### src/rtl/instr_fetch.sv
// instr_fetch: fetch stage between the program ROM and decode.
// Owns the PC, assembles 16/32-bit AVR instructions and offers them to decode
// over a valid/ready handshake; execute can redirect the PC with pc_load.
// Optional feature macro: IFETCH_BREAK_HALT_EN (BREAK stops fetch until a
// redirect, and adds the 'halted' output).
module instr_fetch #(
   parameter int                    DATA_WIDTH   = 16,
   parameter int                    ADDR_WIDTH   = 8,
   parameter logic [ADDR_WIDTH-1:0] RESET_VECTOR = '0
) (
   input  logic                  clk,
   input  logic                  reset,
   output logic [ADDR_WIDTH-1:0] rom_addr,
   input  logic [DATA_WIDTH-1:0] rom_data,
   input  logic                  pc_load,
   input  logic [ADDR_WIDTH-1:0] pc_target,
   output logic                  instr_valid,
   input  logic                  instr_ready,
   output logic [DATA_WIDTH-1:0] instr_word0,
   output logic [DATA_WIDTH-1:0] instr_word1,
   output logic                  instr_is32,
`ifdef IFETCH_BREAK_HALT_EN
   output logic                  halted,
`endif
   output logic [ADDR_WIDTH-1:0] instr_pc
);

`ifdef IFETCH_BREAK_HALT_EN
   typedef enum logic [1:0] {S_W0, S_W1, S_HALT} state_t;
   localparam logic [DATA_WIDTH-1:0] BREAK_WORD = DATA_WIDTH'(16'h9598);
`else
   typedef enum logic [1:0] {S_W0, S_W1} state_t;
`endif

   localparam logic [DATA_WIDTH-1:0] LDS_MASK  = DATA_WIDTH'(16'hFC0F);
   localparam logic [DATA_WIDTH-1:0] LDS_MATCH = DATA_WIDTH'(16'h9000);
   localparam logic [DATA_WIDTH-1:0] JMP_MASK  = DATA_WIDTH'(16'hFE0C);
   localparam logic [DATA_WIDTH-1:0] JMP_MATCH = DATA_WIDTH'(16'h940C);

   state_t                state, state_n;
   logic [ADDR_WIDTH-1:0] pc, pc_n;
   logic [DATA_WIDTH-1:0] latch_word, latch_word_n;
   logic [ADDR_WIDTH-1:0] latch_pc, latch_pc_n;
   logic                  valid_q, valid_n;
   logic [DATA_WIDTH-1:0] word0_q, word0_n;
   logic [DATA_WIDTH-1:0] word1_q, word1_n;
   logic                  is32_q, is32_n;
   logic [ADDR_WIDTH-1:0] ipc_q, ipc_n;
   logic                  buf_free;
   logic                  two_word;

   assign buf_free    = !valid_q || instr_ready;
   assign two_word    = ((rom_data & LDS_MASK) == LDS_MATCH) ||
                        ((rom_data & JMP_MASK) == JMP_MATCH);
   assign rom_addr    = pc;
   assign instr_valid = valid_q;
   assign instr_word0 = word0_q;
   assign instr_word1 = word1_q;
   assign instr_is32  = is32_q;
   assign instr_pc    = ipc_q;
`ifdef IFETCH_BREAK_HALT_EN
   assign halted      = (state == S_HALT);
`endif

   // Next-state logic: redirect beats everything; otherwise fetch only when the output buffer can take a word.
   always_comb begin
      state_n      = state;
      pc_n         = pc;
      latch_word_n = latch_word;
      latch_pc_n   = latch_pc;
      valid_n      = valid_q;
      word0_n      = word0_q;
      word1_n      = word1_q;
      is32_n       = is32_q;
      ipc_n        = ipc_q;
      if (pc_load) begin
         pc_n    = pc_target;
         state_n = S_W0;
         valid_n = 1'b0;
      end else begin
         case (state)
            S_W0: begin
               if (buf_free) begin
                  pc_n = pc + 1'b1;
                  if (two_word) begin
                     latch_word_n = rom_data;
                     latch_pc_n   = pc;
                     valid_n      = 1'b0;
                     state_n      = S_W1;
                  end else begin
                     word0_n = rom_data;
                     word1_n = '0;
                     is32_n  = 1'b0;
                     ipc_n   = pc;
                     valid_n = 1'b1;
`ifdef IFETCH_BREAK_HALT_EN
                     if (rom_data == BREAK_WORD) begin
                        state_n = S_HALT;
                     end
`endif
                  end
               end
            end
            S_W1: begin
               word0_n = latch_word;
               word1_n = rom_data;
               is32_n  = 1'b1;
               ipc_n   = latch_pc;
               valid_n = 1'b1;
               pc_n    = pc + 1'b1;
               state_n = S_W0;
            end
`ifdef IFETCH_BREAK_HALT_EN
            S_HALT: begin
               if (instr_ready) begin
                  valid_n = 1'b0;
               end
            end
`endif
            default: begin
               state_n = S_W0;
            end
         endcase
      end
   end

   // State register: synchronous reset discards any partial instruction and restarts at the reset vector.
   always_ff @(posedge clk) begin
      if (reset) begin
         state      <= S_W0;
         pc         <= RESET_VECTOR;
         latch_word <= '0;
         latch_pc   <= '0;
         valid_q    <= 1'b0;
         word0_q    <= '0;
         word1_q    <= '0;
         is32_q     <= 1'b0;
         ipc_q      <= '0;
      end else begin
         state      <= state_n;
         pc         <= pc_n;
         latch_word <= latch_word_n;
         latch_pc   <= latch_pc_n;
         valid_q    <= valid_n;
         word0_q    <= word0_n;
         word1_q    <= word1_n;
         is32_q     <= is32_n;
         ipc_q      <= ipc_n;
      end
   end

endmodule

### config.mk
export PLATFORM = sky130hd
export DESIGN_NAME = instr_fetch
export DESIGN_NICKNAME = d
export VERILOG_FILES = /design/src/rtl/instr_fetch.sv
export SDC_FILE = /design/constraint.sdc
export NUM_CORES = 1
export LEC_CHECK = 0
export CAP_MARGIN = 20
export CORE_ASPECT_RATIO = 1.4
export CORE_MARGIN = 2
export CORE_UTILIZATION = 54
export CTS_CLUSTER_DIAMETER = 150
export DETAILED_ROUTE_END_ITERATION = 8
export HOLD_SLACK_MARGIN = 0.05
export PLACE_DENSITY_LB_ADDON = 0.2
export SYNTH_ARGS = -nofsm -noshare
export SYNTH_HDL_FRONTEND = slang
export SYNTH_SLANG_ARGS = --single-unit
### constraint.sdc
create_clock -name clk -period 4.4 [get_ports clk]
set_input_delay 0.88 -clock clk [delete_from_list [all_inputs] [get_ports clk]]
set_output_delay 0.88 -clock clk [all_outputs]
set_load 0.05 [all_outputs]
Yosys cells after proc, flatten, opt, wreduce, memory -nomap -nowiden

Cells that the tools add are included.

Register bits: 75
Bits of input ports: 28
Logic and storage cells: 48

Bitwise operators: 2
Equality and inequality tests: 5
$add $sub $neg: 1
Multiplexer cells: 18
Reduce and logical (&&, ||, !) cells: 13

Operators with widths:

| kind                                                           | count |
|---|---|
| 16-bit two-way mux                                             | 4 |
| 16-bit case mux with 2 select lines                            | 2 |
| 8-bit two-way mux                                              | 4 |
| 8-bit case mux with 2 select lines                             | 2 |
| 10-bit equality test (second input constant)                   | 1 |
| 9-bit equality test (second input constant)                    | 1 |
| 8-bit by 1-bit adder with 8-bit output (second input constant) | 1 |
| 4-bit AND reduction                                            | 2 |
| 2-bit AND reduction                                            | 3 |
| 1-bit two-way mux                                              | 4 |
| 2-bit != test (second input constant)                          | 2 |
| 1-bit case mux with 2 select lines                             | 2 |
| 3-bit != test (second input constant)                          | 1 |
| 3-bit nonzero test                                             | 1 |
| 3-bit OR reduction                                             | 1 |
| 2-bit logical NOT                                              | 1 |
| 1-bit logical OR                                               | 2 |
| 1-bit NOT                                                      | 2 |
| 2-bit nonzero test                                             | 1 |
| 2-bit OR reduction                                             | 1 |
| 1-bit logical NOT                                              | 1 |

Longest topological paths before layout

Gate-level depths: netlist of the first run.

Depth after elaboration: 5
Depth in mapped cells: 7

Least setup slack after synthesis of the first run

No wires, ideal clock.

Path type: input -> register
From: input port rom_data[0]
To: register latch_pc[6]
Path buffers: 2
Library setup time: 0.132 ns
Stages: 6
Required time: 4.268 ns
Path slack: 2.199 ns
Arrival: 2.069 ns
Cell sequence: or2_1 -> o41a_1 -> buf_2 -> buf_6 -> o31ai_1 -> a21oi_1

Longest elaborated chain between the ends: 3

RTL lines:

| what                                 | line | source |
|---|---|---|
| start, declared                      | 14   | `input logic [DATA_WIDTH-1:0] rom_data,` |
| 10-bit equality test                 | 53   | `assign two_word = ((rom_data & LDS_MASK) == LDS_MATCH) \|\|` |
| 1-bit logical OR                     | 53   |  |
| 4-bit AND reduction (no source line) | -    |  |
| end signal, assigned                 | 143  | `latch_pc <= latch_pc_n;` |
| end, declared                        | 43   | `logic [ADDR_WIDTH-1:0] latch_pc, latch_pc_n;` |

No other way between the ends.
A chain may end at the register's enable or synchronous reset.

Worst setup path in the final report of the first run

From: input port pc_load
To: register word1_q[1], in the netlist instr_word1[1]

Longest elaborated chain between the ends: 2

RTL lines:

| what                                 | line | source |
|---|---|---|
| start, declared                      | 15   | `input logic pc_load,` |
| 1-bit NOT (no source line)           | -    |  |
| 4-bit AND reduction (no source line) | -    |  |
| end signal, assigned                 | 146  | `word1_q <= word1_n;` |
| end, declared                        | 46   | `logic [DATA_WIDTH-1:0] word1_q, word1_n;` |

No other way between the ends.

==> results of run 1 <==
[cells in the final DEF, fill, tap and decap left out, drive strengths merged, types with 2 or more instances in the layout]
master         count
buf                9
clkinv             2
nand2b             2
mux2              22
nand4             17
a21oi             25
nor3b              4
o21ai              2
o31ai             21
xnor2              4
nor3               2
or2                2
a311oi             4
nor2              10
a211oi            50
or3                2
nand2             10
inv               24
clkdlybuf4s50     76
a32o              14
a221oi             2
o21ba              2
dfxtp             75
nand3              2
nor4               3
nor2b             17
clkbuf            13
[flip-flops by register name, summed over array words and instances, names as in the netlist]
signal	flops
instr_is32	1
state	1
instr_word0	16
instr_valid	1
instr_pc	8
rom_addr	8
latch_pc	8
instr_word1	16
latch_word	16
[worst paths after layout]
check / depth (start not counted) / from / to
worst min register to register: 2 / instr_pc[7] / instr_pc[7]
worst max register to register: 4 / state[0] / instr_word1[1]
worst min-delay path: 2 / instr_pc[7] / instr_pc[7]
worst max-delay path: 5 / pc_load / instr_word1[1]
[worst register-to-register path, stage by stage (launching register included)]
cell	delay [ps]
dfxtp_1	790
buf_4	360
and3b_1	260
nor2_1	730
a32o_1	290
[stage by stage]
stage	hold slack [ps]	power [W]	cell area (µm²)	utilization (%)
after CTS	463	0.00153	4390	70.7
after detailed placement	448	0.00100	4200	67.6
after floorplan	441	0.000904	3470	-
final	458	0.00152	4390	70.7
after global placement	446	0.000998	4200	67.6
after global routing	479	0.00158	4390	70.7
[layer usage]
layer,track usage (%),up-vias
met2,44.5,103
met1,31.0,1476
met5,0,-
li1,-,1487
met4,8.27,0
met3,6.13,15
[layout make-up]
| class | instances | area [µm²] |
|---|---|---|
| timing repair buffer | 85 | 826 |
| tap | 72 | 90.1 |
| fill | 503 | 1820 |
| clock inverter | 2 | 35.0 |
| multi-input combinational | 228 | 1690 |
| clock buffer | 13 | 159 |
| sequential | 75 | 1500 |
| inverter | 25 | 93.8 |
[power groups by stage]
stage	registers (W)	clock network, W	logic (W)
floorplan	0.000812	0	0.0000925
detailed placement	0.000736	0	0.000266
finish	0.000721	0.000531	0.000267
global route	0.000724	0.000569	0.000283
global placement	0.000735	0	0.000263
CTS	0.000721	0.000539	0.000267
[cell families after synthesis]
logic type / synth area share [%]
AO/OA/AOI/OAI: 27.0
XOR/XNOR: 1.26
adder cells (fa/ha/maj): 0.361
buffers and inverters: 7.94
flip-flops: 43.3
multiplexers: 7.15
AND/OR/NAND/NOR: 13.0
==> results.sh, run 1 <==
export IMPL_gr_usage_all_layers_pct=25.7
export IMPL_route_detailed_drc=0
export IMPL_die_w_um=71.7
export IMPL_seqPwrFrac_pct=47.4
export IMPL_tns_ps=0
export IMPL_vdd_drop_max_mv=0.244
export IMPL_fin_ws_ps=1730
export IMPL_stdcell_count=500
export IMPL_syn_area_um2=3470
export IMPL_diodes=0
export IMPL_finalCritPeriodShare_pct=60.7
export IMPL_grt_ovfl_total=0
export IMPL_rsz0062_at_grt="false"
export IMPL_ys_seq_area_share_pct=43.3
export IMPL_cts_made_buffers=9
export IMPL_critPathBufInv=2
export IMPL_top_layer="met4"
export IMPL_cts_buffer_depth=2
export IMPL_post_cts_buffers=0
export IMPL_grt_pass1_wl_um=14400
export IMPL_placed_cells=485
export IMPL_yosys_warnings=0
export IMPL_antenna_found_initial=0
export IMPL_hold_viol=0
export IMPL_p_per_area_nw_per_um2=346
export IMPL_fp_dieH_um=98.8
export IMPL_slew_headroom_pct=30.2
export IMPL_p_sw_w=0.000432
export IMPL_avgSynthCellArea_um2=9.50
export IMPL_cts_sinks=75
export IMPL_max_stage_delay_ps=750
export IMPL_maxSlewViolCount=0
export IMPL_reg2reg_slack_ps=1900
export IMPL_p_leak_nw=1.47
export IMPL_drt_iter0_drc=189
export IMPL_yosys_area_top_type_share_pct=43.3
export IMPL_cts_repair_resized=0
export IMPL_grt_pass1_vias=2900
export IMPL_layout_drive_gt1_share_pct=11.9
export IMPL_design_die_area_um2=7080
export IMPL_cp_start_kind="input pin"
export IMPL_ys_top_cells_by_area="dfxtp_1 (43%), a211oi_1 (11%), mux2_2 (7.1%)"
export IMPL_sw_frac_of_total_pct=28.4
export IMPL_wl_met3_um=446
export IMPL_first_pass_iters=4
export IMPL_synth_most_common_cell="dfxtp_1"
export IMPL_rows=34
export IMPL_cp_cell_sequence="clkdlybuf4s50_1, clkinv_1, nand2_2, nor2_1, a32o_1"
export IMPL_synth_common_cells="dfxtp_1 (75), a211oi_1 (50), a21oi_1 (25)"
export IMPL_port_buffers=77
export IMPL_dpl_hpwl_um=5630
export IMPL_path_class="in2reg"
export IMPL_synth_distinct_cells=43
export IMPL_drt_total_wl_um=8760
export IMPL_synth_edf_count=0
export IMPL_ys_seq_elements=75
export IMPL_min_period_ps=2670
export IMPL_via_per_inst=6.16
export IMPL_power_frac_clock_pct=35.0
export IMPL_critPathTopFamily="buffers and inverters"
export IMPL_cts_tree="yes"
export IMPL_place_ws_ps=1360
export IMPL_setup_viol=0
export IMPL_max_cap_violations=0
export IMPL_min_path_type="reg2reg"
export IMPL_yosys_area_top_type="dfxtp_1"
export IMPL_p_comb_share_pct=17.6
export IMPL_finClkSkew_ps=4.89
export IMPL_max_freq_mhz=374
export IMPL_met1_length_um=3470
export IMPL_via_count=3081
export IMPL_area_growth_synth_to_final_pct=26.8
export IMPL_end_kind="register"
export IMPL_core_um2=6210
export IMPL_syn_nets=394
export IMPL_syn_inst=365
export IMPL_clk_pin_slew_ps=70
export IMPL_grt_max_degree=76
export IMPL_intPower_w=0.00109
export IMPL_clk_latency_ps=350
export IMPL_drt_antenna_violating_nets=0
export IMPL_cts_root_buf="clkbuf_8"
export IMPL_layout_nets=453
export IMPL_wl_met2_um=4680
export IMPL_cp_max_fo=18
export IMPL_async_reset_ff_share_pct=0
export IMPL_status="complete, no violations"
export IMPL_place_congestion=0.824
export IMPL_wl_per_cell_um=17.5
export IMPL_initial_core_util_pct=55.8
export IMPL_yosys_most_used_dff="dfxtp_1"
export IMPL_crit_arrival_ps=2960
export IMPL_required_ps=4690
export IMPL_cp_slowest_cell="nor2_1"
export IMPL_tightest_slew_ps=1040
export IMPL_h_tree_depth=3
export IMPL_io_pins=78
export IMPL_cts_hold_buf=0
Note: power is estimated with default switching activity, not from simulation.
==> run 2, diff against run 1 <==
--- a/config.mk
+++ b/config.mk
@@ -8,7 +8,7 @@
 export CAP_MARGIN = 20
 export CORE_ASPECT_RATIO = 1.4
 export CORE_MARGIN = 2
-export CORE_UTILIZATION = 54
+export CORE_UTILIZATION = 45
 export CTS_CLUSTER_DIAMETER = 150
 export DETAILED_ROUTE_END_ITERATION = 8
 export HOLD_SLACK_MARGIN = 0.05
==> constraint.sdc (replaced) <==
create_clock -name clk -period 2.4 [get_ports clk]
set_input_delay 0.48 -clock clk [delete_from_list [all_inputs] [get_ports clk]]
set_output_delay 0.48 -clock clk [all_outputs]
set_load 0.05 [all_outputs]
==> run 2 against run 1 <==
Compared with the run above: combinational power increased by 91%; first-iteration DRC count is 22% higher; register-to-register slack worse by 1300 ps; sequential power rose by 83%; via count decreased by 0.32%; routed wire length is 2.4% higher; core utilization down 8.7 points; power increased by 83%; critical path depth fell by 4; sequential cell count unchanged; cell count up 8.6%; critical path type is now reg2out.
==> results.sh, run 2 (synthesis gave the netlist of run 1 again) <==
export IMPL_status="complete, no violations"
export IMPL_layout_nets=470
export IMPL_drt_antenna_violating_nets=0
export IMPL_p_leak_nw=1.57
export IMPL_min_path_type="reg2reg"
export IMPL_path_class="reg2out"
export IMPL_cts_root_buf="clkbuf_8"
export IMPL_fill_cells=677
export IMPL_p_per_area_nw_per_um2=606
export IMPL_sw_frac_of_total_pct=29.4
export IMPL_place_congestion=0.802
export IMPL_h_tree_depth=3
export IMPL_cts_tree="yes"
export IMPL_max_cap_violations=0
export IMPL_cp_max_fo=6
export IMPL_finClkSkew_ps=6.59
export IMPL_grt_max_degree=76
export IMPL_cts_hold_buf=0
export IMPL_antenna_found_initial=0
export IMPL_final_util_pct=62.0
export IMPL_first_pass_iters=4
export IMPL_cp_cell_sequence="clkdlybuf4s50_1"
export IMPL_fp_dieH_um=108
export IMPL_power_frac_clock_pct=34.3
export IMPL_layout_drive_gt1_share_pct=15.9
export IMPL_tightest_slew_ps=931
export IMPL_via_count=3071
export IMPL_p_sw_w=0.000820
export IMPL_route_detailed_drc=0
export IMPL_rows=37
export IMPL_rsz0062_at_grt="false"
export IMPL_critPathBufInv=1
export IMPL_p_comb_share_pct=18.3
export IMPL_end_kind="primary output"
export IMPL_critPathTopFamily="buffers and inverters"
export IMPL_finalPower_w=0.00279
export IMPL_tns_ps=0
export IMPL_vdd_drop_max_mv=0.395
export IMPL_drt_iter0_drc=230
export IMPL_crit_arrival_ps=1680
export IMPL_via_per_inst=5.66
export IMPL_clk_pin_slew_ps=80
export IMPL_design_die_area_um2=8430
export IMPL_required_ps=1920
export IMPL_grt_ovfl_total=0
export IMPL_cp_slowest_cell="clkdlybuf4s50_1"
export IMPL_holdWs_ps=462
export IMPL_gr_usage_all_layers_pct=22.4
export IMPL_place_ws_ps=-54.2
export IMPL_grt_pass1_vias=2938
export IMPL_post_cts_buffers=0
export IMPL_intPower_w=0.00197
export IMPL_max_stage_delay_ps=850
export IMPL_mostFrequentLayoutCell="clkdlybuf4s50_1"
export IMPL_area_growth_synth_to_final_pct=32.6
export IMPL_cts_made_buffers=9
export IMPL_wl_per_cell_um=16.5
export IMPL_slew_headroom_pct=37.7
export IMPL_seqPwrFrac_pct=47.4
export IMPL_cts_sinks=75
export IMPL_hold_viol=0
export IMPL_setup_viol=0
export IMPL_diodes=0
export IMPL_io_pins=78
export IMPL_clk_latency_ps=350
export IMPL_drt_total_wl_um=8970
export IMPL_finalCritPeriodShare_pct=90.0
export IMPL_die_w_um=78.2
export IMPL_grt_pass1_wl_um=14700
export IMPL_layout_common_cells="clkdlybuf4s50_1 (76), dfxtp_1 (75), a211oi_1 (50)"
export IMPL_cp_start_kind="register"
export IMPL_max_freq_mhz=463
export IMPL_min_period_ps=2160
export IMPL_port_buffers=77
export IMPL_core_um2=7410
export IMPL_cts_repair_resized=0
export IMPL_fin_ws_ps=240
export IMPL_cts_buffer_depth=2
export IMPL_dpl_hpwl_um=6000
export IMPL_maxSlewViolCount=0
export IMPL_initial_core_util_pct=46.8
==> run 2: cell types whose count changed in the layout (fill, tap and decap cells not counted), sizes merged <==
cell      previous run  this run
clkinvlp             0         2
bufinv               1         0
buf                  9        26
==> run 2: area by class of cell <==
cell class / instances / area, µm² / area share (%)
tap: 97 / 121 / 2.64
clock inverter: 3 / 20.0 / 0.436
clock buffer: 13 / 179 / 3.89
inverter: 25 / 93.8 / 2.04
timing repair buffer: 102 / 991 / 21.6
sequential: 75 / 1500 / 32.7
multi-input combinational: 228 / 1690 / 36.8
==> run 2: stage by stage <==
step / cell area, µm² / instances
after global routing: 4600 / 543
after floorplan: 3470 / 365
after detailed placement: 4400 / 527
after global placement: 4400 / 527
after CTS: 4600 / 543
final: 4600 / 543
==> run 2: worst paths after layout <==
path | cells after the start | slack, ps | start | endpoint
min | 2 | 460 | instr_word0[3] | instr_word0[3]
min reg2reg | 2 | 460 | instr_word0[3] | instr_word0[3]
max | 1 | 240 | rom_addr[5] | rom_addr[5]
max reg2reg | 4 | 550 | state[0] | instr_word1[5]
==> run 2: metal layers <==
metal  vias to the layer above  share of wire (%)  GRT usage [%]
met5                         -                  0              0
met4                         0                1.9           11.0
li1                       1514                  -              -
met1                      1476                 43           28.3
met3                        10                3.8           4.36
met2                        71                 51           36.5
==> run 2: power groups by stage <==
stage	clock network, W	logic, W	registers [W]
6_report	0.000954	0.000511	0.00132
3_5_place_dp	0	0.000511	0.00135
3_3_place_gp	0	0.000510	0.00135
4_1_cts	0.000985	0.000513	0.00132
2_1_floorplan	0	0.000170	0.00149
5_1_grt	0.00103	0.000543	0.00133
==> run 3, diff against run 2 <==
--- a/config.mk
+++ b/config.mk
@@ -13,6 +13,7 @@
 export DETAILED_ROUTE_END_ITERATION = 8
 export HOLD_SLACK_MARGIN = 0.05
 export PLACE_DENSITY_LB_ADDON = 0.2
+export SETUP_SLACK_MARGIN = 0.3
 export SYNTH_ARGS = -nofsm -noshare
 export SYNTH_HDL_FRONTEND = slang
 export SYNTH_SLANG_ARGS = --single-unit
==> run 3 against run 2 <==
Compared with the run above: first-iteration DRC count decreased by 4.3%; global-route usage about the same; critical path type unchanged; cell area increased by 0.16%; clock skew increased by 0.61 ps; cell count unchanged.
==> results.sh, run 3 (synthesis gave the netlist of run 1 again) <==
export IMPL_via_per_inst=5.67
export IMPL_critPathTopFamily="buffers and inverters"
export IMPL_critPathBufInv=1
export IMPL_h_tree_depth=3
export IMPL_diodes=0
export IMPL_intPower_w=0.00196
export IMPL_max_freq_mhz=492
export IMPL_cts_made_buffers=9
export IMPL_fin_ws_ps=366
export IMPL_design_die_area_um2=8430
export IMPL_stdcell_count=543
export IMPL_cts_root_buf="clkbuf_8"
export IMPL_cts_tree="yes"
export IMPL_sw_frac_of_total_pct=29.5
export IMPL_drt_total_wl_um=9010
export IMPL_gr_usage_all_layers_pct=22.4
export IMPL_end_kind="primary output"
export IMPL_rows=37
export IMPL_area_growth_synth_to_final_pct=32.8
export IMPL_drt_iter0_drc=220
export IMPL_path_class="reg2out"
export IMPL_layout_drive_gt1_share_pct=16.6
export IMPL_layout_nets=470
export IMPL_min_from="instr_word0[3]"
export IMPL_cp_cell_sequence="clkdlybuf4s50_1"
export IMPL_finClkSkew_ps=7.20
export IMPL_mostFrequentLayoutCell="dfxtp_1"
export IMPL_port_buffers=77
export IMPL_cp_slowest_cell="clkdlybuf4s50_1"
export IMPL_finalCritPeriodShare_pct=84.7
export IMPL_tightest_slew_ps=756
export IMPL_setup_viol=0
export IMPL_r2r_start="instr_valid"
export IMPL_max_stage_delay_ps=820
export IMPL_reg2reg_slack_ps=690
export IMPL_antenna_found_initial=0
export IMPL_dpl_hpwl_um=6000
export IMPL_rsz0062_at_grt="false"
export IMPL_power_frac_clock_pct=34.3
export IMPL_clk_pin_slew_ps=80
export IMPL_layout_common_cells="dfxtp_1 (75), clkdlybuf4s50_1 (68), a211oi_1 (50)"
export IMPL_core_um2=7410
export IMPL_place_congestion=0.802
export IMPL_place_area_um2=4400
export IMPL_final_util_pct=62.1
export IMPL_rr_worst_depth=5
export IMPL_cts_hold_buf=0
export IMPL_grt_pass1_wl_um=14700
export IMPL_p_sw_w=0.000822
export IMPL_p_comb_share_pct=18.2
export IMPL_holdPathStages=2
export IMPL_finalInstanceArea_um2=4600
export IMPL_placed_cells=527
export IMPL_die_w_um=78.2
export IMPL_min_path_type="reg2reg"
export IMPL_route_detailed_drc=0
export IMPL_first_pass_iters=4
export IMPL_crit_arrival_ps=1550
export IMPL_fp_dieH_um=108
export IMPL_slew_headroom_pct=49.6
export IMPL_place_ws_ps=-54.2
export IMPL_io_pins=78
export IMPL_finalPower_w=0.00278
export IMPL_via_count=3077
export IMPL_crit_cells=1
export IMPL_max_cap_violations=0
export IMPL_maxSlewViolCount=0
export IMPL_wl_per_cell_um=16.6
export IMPL_grt_pass1_vias=2939
export IMPL_cp_max_fo=2
export IMPL_reg2reg_to="instr_word0[0]"
export IMPL_worstHoldEndpoint="instr_word0[3]"
export IMPL_p_leak_nw=1.61
export IMPL_p_per_area_nw_per_um2=604
export IMPL_drt_antenna_violating_nets=0
export IMPL_grt_ovfl_total=0
export IMPL_seqPwrFrac_pct=47.5
export IMPL_min_period_ps=2030
export IMPL_clk_latency_ps=350
export IMPL_cp_start_kind="register"
export IMPL_grt_max_degree=76
export IMPL_cts_sinks=75
export IMPL_status="complete, no violations"
export IMPL_hold_viol=0
export IMPL_initial_core_util_pct=46.8
export IMPL_required_ps=1920
export IMPL_vdd_drop_max_mv=0.398
export IMPL_cts_buffer_depth=2
-- run 3: area by class of cell --
type                    instances  area (µm²)
fillers                       683        2800
multi-input cells             228        1700
clock inverters                 3        20.0
well taps                      97         121
inverters                      25        93.8
clock buffers                  13         179
repair buffers                102         988
flip-flops and latches         75        1500
-- run 3: metrics by stage --
| stage | hold slack [ps] | setup TNS (ps) |
|---|---|---|
| finish | 462 | 0 |
| global route | 484 | 0 |
| CTS | 465 | 0 |
| detailed placement | 445 | -612 |
| global placement | 446 | 0 |
| floorplan | 441 | 0 |
-- run 3: power by group through the flow --
stage / clock network [W] / logic [W] / registers, W
floorplan: 0 / 0.000170 / 0.00149
global placement: 0 / 0.000510 / 0.00135
detailed placement: 0 / 0.000511 / 0.00135
CTS: 0.000985 / 0.000507 / 0.00132
global route: 0.00103 / 0.000539 / 0.00133
finish: 0.000955 / 0.000507 / 0.00132
-- run 3: per-layer routing --
| metal | share of wire, % | global-route usage (%) | up-vias | routed length, µm |
|---|---|---|---|---|
| met3 | 3.8 | 4.36 | 16 | 345 |
| met1 | 43 | 28.3 | 1468 | 3890 |
| met4 | 2.5 | 11.0 | 0 | 222 |
| li1 | - | - | 1517 | - |
| met5 | 0 | 0 | - | 0 |
| met2 | 51 | 36.5 | 76 | 4550 |
-- run 3: what timing repair did --
item                       in CTS  in global routing
setup buffers                   0                  0
gates resized for setup         7                  5
setup endpoints to repair       7                 58
-- run 3: worst max-delay path by stage --
| stage | from | to |
|---|---|---|
| 2_1_floorplan | instr_valid | instr_word0[10] |
| 3_3_place_gp | instr_ready | instr_word1[6] |
| 3_5_place_dp | instr_ready | instr_word1[5] |
| 4_1_cts | instr_ready | instr_word1[5] |
| 5_1_grt | instr_valid | instr_valid |
| 6_report | instr_word0[14] | instr_word0[14] |
